===== src/rtl/tinyrv_bus_pkg.sv =====
// tinyrv_bus_pkg: phase codes and beat-count helpers shared by the bus sequencer
package tinyrv_bus_pkg;
    typedef enum logic [2:0] {
        PH_PC    = 3'd0,
        PH_INSTR = 3'd1,
        PH_DEC   = 3'd2,
        PH_DADDR = 3'd3,
        PH_DRD   = 3'd4,
        PH_DWR   = 3'd5,
        PH_STEP  = 3'd6,
        PH_IDLE  = 3'd7
    } phase_t;
    function automatic int beats(input int w, input int bw);
        return w / bw;
    endfunction
    function automatic int beat_w(input int a, input int d);
        int m;
        m = a > d ? a : d;
        return m > 1 ? $clog2(m) : 1;
    endfunction
endpackage


===== src/rtl/tinyrv_bus_seq_if.sv =====
// tinyrv_bus_seq_if: narrow external bus; master = sequencer, slave = memory side
//   bus_in/bus_ready from memory; bus_out/bus_oe/bus_phase/bus_last/bus_we from sequencer
interface tinyrv_bus_seq_if #(
    parameter int BUS_W = 8
);
    logic [BUS_W-1:0] bus_in;
    logic [BUS_W-1:0] bus_out;
    logic             bus_oe;
    logic [2:0]       bus_phase;
    logic             bus_last;
    logic             bus_we;
    logic             bus_ready;
    modport master (
        input  bus_in, bus_ready,
        output bus_out, bus_oe, bus_phase, bus_last, bus_we
    );
    modport slave (
        output bus_in, bus_ready,
        input  bus_out, bus_oe, bus_phase, bus_last, bus_we
    );
endinterface


===== src/rtl/tinyrv_beat_ctr.sv =====
// tinyrv_beat_ctr: beat index within a phase; clears, advances on adv, wraps after last_idx
//   clr: force beat to 0; adv: completed beat; last: beat == last_idx
module tinyrv_beat_ctr
    import tinyrv_bus_pkg::*;
#(
    parameter int MAXB = 2,
    parameter int W    = beat_w(MAXB, 1)
) (
    input  logic         clk,
    input  logic         rst_n,
    input  logic         clr,
    input  logic         adv,
    input  logic [W-1:0] last_idx,
    output logic [W-1:0] beat,
    output logic         last
);
    assign last = beat == last_idx;
    always_ff @(posedge clk or negedge rst_n)
        if (!rst_n) beat <= '0;
        else if (clr) beat <= '0;
        else if (adv) beat <= last ? '0 : beat + 1'b1;
endmodule


===== src/rtl/tinyrv_bus_seq.sv =====
// tinyrv_bus_seq: multiplexes tinyrv fetch and data access over a narrow ready-gated bus
//   core_*: fetch/data interface to the core, core_step = one-cycle advance pulse
//   bus:    external bus (master side), phase code, last-beat flag and store flag
module tinyrv_bus_seq
    import tinyrv_bus_pkg::*;
#(
    parameter int ADDR_W = 16,
    parameter int DATA_W = 16,
    parameter int BUS_W  = 8
) (
    input  logic              clk,
    input  logic              rst_n,
    input  logic              ena,
    input  logic [ADDR_W-1:0] core_pc,
    output logic [DATA_W-1:0] core_instr,
    input  logic [ADDR_W-1:0] core_dmem_addr,
    input  logic [DATA_W-1:0] core_dmem_wdata,
    input  logic              core_dmem_we,
    input  logic              core_dmem_re,
    output logic [DATA_W-1:0] core_dmem_rdata,
    output logic              core_step,
    tinyrv_bus_seq_if.master  bus
);
    localparam int ABEATS = beats(ADDR_W, BUS_W);
    localparam int DBEATS = beats(DATA_W, BUS_W);
    localparam int W      = beat_w(ABEATS, DBEATS);
    localparam logic [W-1:0] ALAST = W'(ABEATS - 1);
    localparam logic [W-1:0] DLAST = W'(DBEATS - 1);
    phase_t       phase, nxt;
    logic [W-1:0] beat;
    logic         last, we_q, beat_ph, adv;
    int           off;
    assign beat_ph = phase inside {PH_PC, PH_INSTR, PH_DADDR, PH_DRD, PH_DWR};
    assign adv     = beat_ph & bus.bus_ready;
    assign off     = int'(beat) * BUS_W;
    tinyrv_beat_ctr #(.MAXB(ABEATS > DBEATS ? ABEATS : DBEATS)) u_ctr (
        .clk      (clk),
        .rst_n    (rst_n),
        .clr      (!beat_ph),
        .adv      (adv),
        .last_idx (phase inside {PH_PC, PH_DADDR} ? ALAST : DLAST),
        .beat     (beat),
        .last     (last)
    );
    always_comb begin
        nxt = phase;
        case (phase)
            PH_IDLE:  nxt = ena ? PH_PC : PH_IDLE;
            PH_PC:    if (adv && last) nxt = PH_INSTR;
            PH_INSTR: if (adv && last) nxt = PH_DEC;
            PH_DEC:   nxt = (core_dmem_we || core_dmem_re) ? PH_DADDR : PH_STEP;
            PH_DADDR: if (adv && last) nxt = we_q ? PH_DWR : PH_DRD;
            PH_DRD:   if (adv && last) nxt = PH_STEP;
            PH_DWR:   if (adv && last) nxt = PH_STEP;
            PH_STEP:  nxt = ena ? PH_PC : PH_IDLE;
            default:  nxt = PH_IDLE;
        endcase
    end
    always_ff @(posedge clk or negedge rst_n)
        if (!rst_n) phase <= PH_IDLE;
        else phase <= nxt;
    // we_q drops on the edge into STEP so bus_we is already low during STEP
    always_ff @(posedge clk or negedge rst_n)
        if (!rst_n) begin
            we_q            <= 1'b0;
            core_instr      <= '0;
            core_dmem_rdata <= '0;
        end else begin
            if (phase == PH_DEC) we_q <= core_dmem_we;
            else if (nxt == PH_STEP) we_q <= 1'b0;
            if (adv && phase == PH_INSTR) core_instr[off +: BUS_W] <= bus.bus_in;
            if (adv && phase == PH_DRD) core_dmem_rdata[off +: BUS_W] <= bus.bus_in;
        end
    assign bus.bus_phase = phase;
    assign bus.bus_oe    = phase inside {PH_PC, PH_DADDR, PH_DWR};
    assign bus.bus_out   = phase == PH_PC    ? core_pc[off +: BUS_W] :
                           phase == PH_DADDR ? core_dmem_addr[off +: BUS_W] :
                           phase == PH_DWR   ? core_dmem_wdata[off +: BUS_W] : '0;
    assign bus.bus_last  = beat_ph & last;
    assign bus.bus_we    = we_q;
    assign core_step     = phase == PH_STEP;
endmodule


===== src/flat_wrapper.sv =====
// flat-port wrapper written by rule: the top's interface ports become plain ports
module tinyrv_bus_seq_flat import tinyrv_bus_pkg::*;
#(
    parameter int ADDR_W = 16,
    parameter int DATA_W = 16,
    parameter int BUS_W  = 8
)
  (clk, rst_n, ena, core_pc, core_instr, core_dmem_addr, core_dmem_wdata, core_dmem_we, core_dmem_re, core_dmem_rdata, core_step, bus_bus_in, bus_bus_ready, bus_bus_out, bus_bus_oe, bus_bus_phase, bus_bus_last, bus_bus_we);
  tinyrv_bus_seq_if #(.BUS_W(BUS_W)) bus_i ();
  input  logic clk;
  input  logic rst_n;
  input  logic ena;
  input  logic [ADDR_W-1:0] core_pc;
  output logic [DATA_W-1:0] core_instr;
  input  logic [ADDR_W-1:0] core_dmem_addr;
  input  logic [DATA_W-1:0] core_dmem_wdata;
  input  logic core_dmem_we;
  input  logic core_dmem_re;
  output logic [DATA_W-1:0] core_dmem_rdata;
  output logic core_step;
  input wire logic [$bits(bus_i.bus_in)-1:0] bus_bus_in;
  input wire logic [$bits(bus_i.bus_ready)-1:0] bus_bus_ready;
  output wire logic [$bits(bus_i.bus_out)-1:0] bus_bus_out;
  output wire logic [$bits(bus_i.bus_oe)-1:0] bus_bus_oe;
  output wire logic [$bits(bus_i.bus_phase)-1:0] bus_bus_phase;
  output wire logic [$bits(bus_i.bus_last)-1:0] bus_bus_last;
  output wire logic [$bits(bus_i.bus_we)-1:0] bus_bus_we;
  assign bus_i.bus_in = bus_bus_in;
  assign bus_i.bus_ready = bus_bus_ready;
  assign bus_bus_out = bus_i.bus_out;
  assign bus_bus_oe = bus_i.bus_oe;
  assign bus_bus_phase = bus_i.bus_phase;
  assign bus_bus_last = bus_i.bus_last;
  assign bus_bus_we = bus_i.bus_we;
  tinyrv_bus_seq #(.ADDR_W(ADDR_W), .DATA_W(DATA_W), .BUS_W(BUS_W)) u_core (.clk(clk), .rst_n(rst_n), .ena(ena), .core_pc(core_pc), .core_instr(core_instr), .core_dmem_addr(core_dmem_addr), .core_dmem_wdata(core_dmem_wdata), .core_dmem_we(core_dmem_we), .core_dmem_re(core_dmem_re), .core_dmem_rdata(core_dmem_rdata), .core_step(core_step), .bus(bus_i));
endmodule

===== config.mk =====
export PLATFORM = sky130hd
export DESIGN_NAME = tinyrv_bus_seq_flat
export DESIGN_NICKNAME = d
export VERILOG_FILES = /design/src/rtl/tinyrv_bus_pkg.sv /design/src/rtl/tinyrv_bus_seq_if.sv /design/src/rtl/tinyrv_beat_ctr.sv /design/src/rtl/tinyrv_bus_seq.sv /design/src/flat_wrapper.sv
export SDC_FILE = /design/constraint.sdc
export NUM_CORES = 1
export LEC_CHECK = 0
export BUFFER_PORTS_ARGS = -buffer_cell sky130_fd_sc_hd__buf_2
export CORE_MARGIN = 2
export CORE_UTILIZATION = 34
export CTS_BUF_LIST = sky130_fd_sc_hd__clkbuf_4 sky130_fd_sc_hd__clkbuf_8 sky130_fd_sc_hd__clkbuf_16
export CTS_CLUSTER_SIZE = 10
export DETAILED_ROUTE_END_ITERATION = 12
export REMOVE_ABC_BUFFERS = 1
export SLEW_MARGIN = 25
export SYNTH_ARGS = -nofsm -noshare
export SYNTH_HDL_FRONTEND = slang
export SYNTH_HIERARCHICAL = 1
export SYNTH_SLANG_ARGS = --single-unit

===== constraint.sdc =====
create_clock -name clk -period 2 [get_ports clk]
set_input_delay 0.4 -clock clk [delete_from_list [all_inputs] [get_ports clk]]
set_output_delay 0.4 -clock clk [all_outputs]
set_load 0.02 [all_outputs]

==> out/results.ini <==
[final_layout]
final_nets=355
n_antenna_cell=0
area_delta_synth_final_pct=45.34
drive_gt1_share_pct=62.80
fillCellCount=544
final_area_um2=2944

[logic_synthesis]
netlist.area_leader.share_pct=42.00
synthTopCellsByArea=dfrtp_1 (42%), mux2_2 (17%), mux2i_1 (13%)
synth-main-ff-cell=dfrtp_1
synth_warnings=6
synth_edf_count=0
synth_seq_cells=37
yosys.area.top_type=dfrtp_1
synthCells=172
synth_most_common_cell=dfrtp_1
synth_common_cells=dfrtp_1 (34), mux2_2 (31), mux2i_1 (26)
ys_async_sr_fraction_pct=100.0
syn_area_um2=2026
yosysUniqueCellTypes=37
synth_seq_area_share_pct=45.89
syn_area_per_cell_um2=11.78

[clock_network]
htree_levels=2
clk_latency_ps=290
clk_pin_slew_ps=80
cts_buffer_depth=2
clock-sinks=37
cts_buffers=5
cts_tree=done
cts_root_buf=clkbuf_8

[setup_path]
worstPathCellList=nor2b_4, buf_4, or3_4, nand2_2, buf_6
crit_fanout=5
slowest_delay_ps=620
crit_arrival_ps=1670
cp_data_required_time_ps=1600
worst_path_max_delay_cell=dfstp_2
r2r_start=u_core/bus.bus_phase[0]
cp-startpoint=u_core/bus.bus_phase[2]
cp-end-kind=primary output
r2r-end=u_core/core_instr[8]
reg2reg_depth=5
crit_type=register to primary output
rrSetupSlack_ps=220
critPathTopFamily=flip-flops
startpoint_type=register
cp.buffers_inverters=2

[place]
place.gp.congestion=0.8025
dp_hpwl_um=3683
placed_area_um2=2674
port_buffers=108

[floorplan]
num_rows=28
top_level_ports=109
die_area_um2=6591
start_util_pct=34.62
fp.dieW_um=81.19
die_h_um=81.19
core_um2=5851

[drt]
wl_per_cell_um=14.05
via_per_inst=4.815
firstDrtPassIters=4
drtAntennaViolNets=0
first_iter_violations=40
drc=0
vias=1772
wirelength_um=5169

[sta]
tns_ps=-336.5
hold_viol=0
clock.fmax_ghz=0.4822
setup_viol=9
setup_slack_ps=-74.02
rsz0062_at_grt=yes
drv_slew=0
period_minus_slack_ps=2074
period_share_pct=103.7
skew_ps=6.565

[outcome]
outcome=finished with violations
violations=setup timing

[grt]
grt_pass1_wl_um=7514
antenna_found_initial=0
grt_pass1_vias=1581
grt_max_degree=38
grt_usage_pct=14.83
overflow=0

[pwr]
leakagePower_nw=1.478
ir_drop_uv=731.8
pwr_density_cell_nw_per_um2=1608

[flow_run]
maxCapViolCount=0

[hold_path]
hold_class=primary input to asynchronous set/reset pin

==> kinds of logic after synthesis <==
| logic type | after synthesis | share of synthesized area, % |
|---|---|---|
| adder cells (fa/ha/maj) | 1 | 0.6176 |
| AO/OA/AOI/OAI | 24 | 7.536 |
| multiplexers | 58 | 30.64 |
| flip-flops | 37 | 45.89 |
| AND/OR/NAND/NOR | 39 | 11.24 |
| buffers and inverters | 12 | 3.891 |
| other | 1 | 0.1851 |
==> repair_timing <==
item,4_1_cts,5_1_grt
buffers inserted,2,4
resized for setup,15,14
pin swaps,9,4
endpoints found under the setup margin,10,10
cloned,1,0
hold buffers,0,0
==> cell type report <==
| class | count | area, um2 | share of cell area [%] |
|---|---|---|---|
| well taps | 75 | 93.84 | 3.187 |
| clock buffers | 5 | 68.82 | 2.337 |
| multi-input cells | 124 | 1100 | 37.36 |
| flip-flops and latches | 37 | 929.6 | 31.58 |
| repair buffers | 122 | 723.2 | 24.56 |
| inverters | 2 | 7.507 | 0.2550 |
| clock inverters | 3 | 21.27 | 0.7225 |
==> registers in the layout, indices dropped and copies added (netlist names) <==
name and cells:
u_core/bus.bus_phase 3, u_core/bus.bus_we 1, u_core/core_dmem_rdata 16, u_core/core_instr 16, u_core/u_ctr/beat 1
==> placed cells by master, fill, tap and decap left out, types with 3 or more instances in the layout <==
cell type | Yosys | final
buf_2 | 2 | 98
dfrtp_1 | 34 | 34
mux2_2 | 31 | 31
mux2i_1 | 26 | 26
buf_4 | 6 | 17
nor2_1 | 11 | 11
a21oi_1 | 8 | 8
o22ai_2 | 0 | 6
clkbuf_8 | 0 | 5
nand2_1 | 8 | 5
buf_6 | 1 | 4
dfstp_2 | 3 | 3
buf_12 | 0 | 3
==> worst max-delay path by stage <==
stage               cells after the start                 to  slack (ps)
floorplan                               7  u_core/bus.bus_we        -310
global placement                        6     bus_bus_out[3]          60
detailed placement                      4     bus_bus_out[2]          20
CTS                                     6     bus_bus_out[3]        -110
global route                            6     bus_bus_out[5]        -170
finish                                  5         bus_bus_oe         -70
==> metal layers <==
layer	up-vias	global-route usage [%]	routed length (um)	part of all wire (%)
met1	820	17.29	2152	42
met3	7	5.556	564	11
met4	0	4.237	48	0.93
met2	83	25.45	2404	47
li1	862	-	-	-
met5	-	0	0	0
==> report_power, final <==
group / switching [mW] / internal (mW) / leakage [nW]
sequential: 0.206 / 1.11 / 0.454
clock: 0.275 / 0.247 / 0.0445
combinational: 1.57 / 1.33 / 0.979
==> through the flow <==
step / setup WS, ps / hold WS [ps] / util, % / instances / power (mW)
after global placement: 58.70 / 379.6 / 45.70 / 353 / 3.817
after global routing: -170.7 / 63.35 / 50.32 / 368 / 5.064
final: -74.02 / 57.22 / 50.32 / 368 / 4.735
after CTS: -112.9 / 58.44 / 48.63 / 364 / 4.572
after floorplan: -309.2 / 104.4 / - / 162 / 2.972
after detailed placement: 20.89 / 379.3 / 45.70 / 353 / 3.850
No activity file was read; power rests on OpenSTA's default activity.
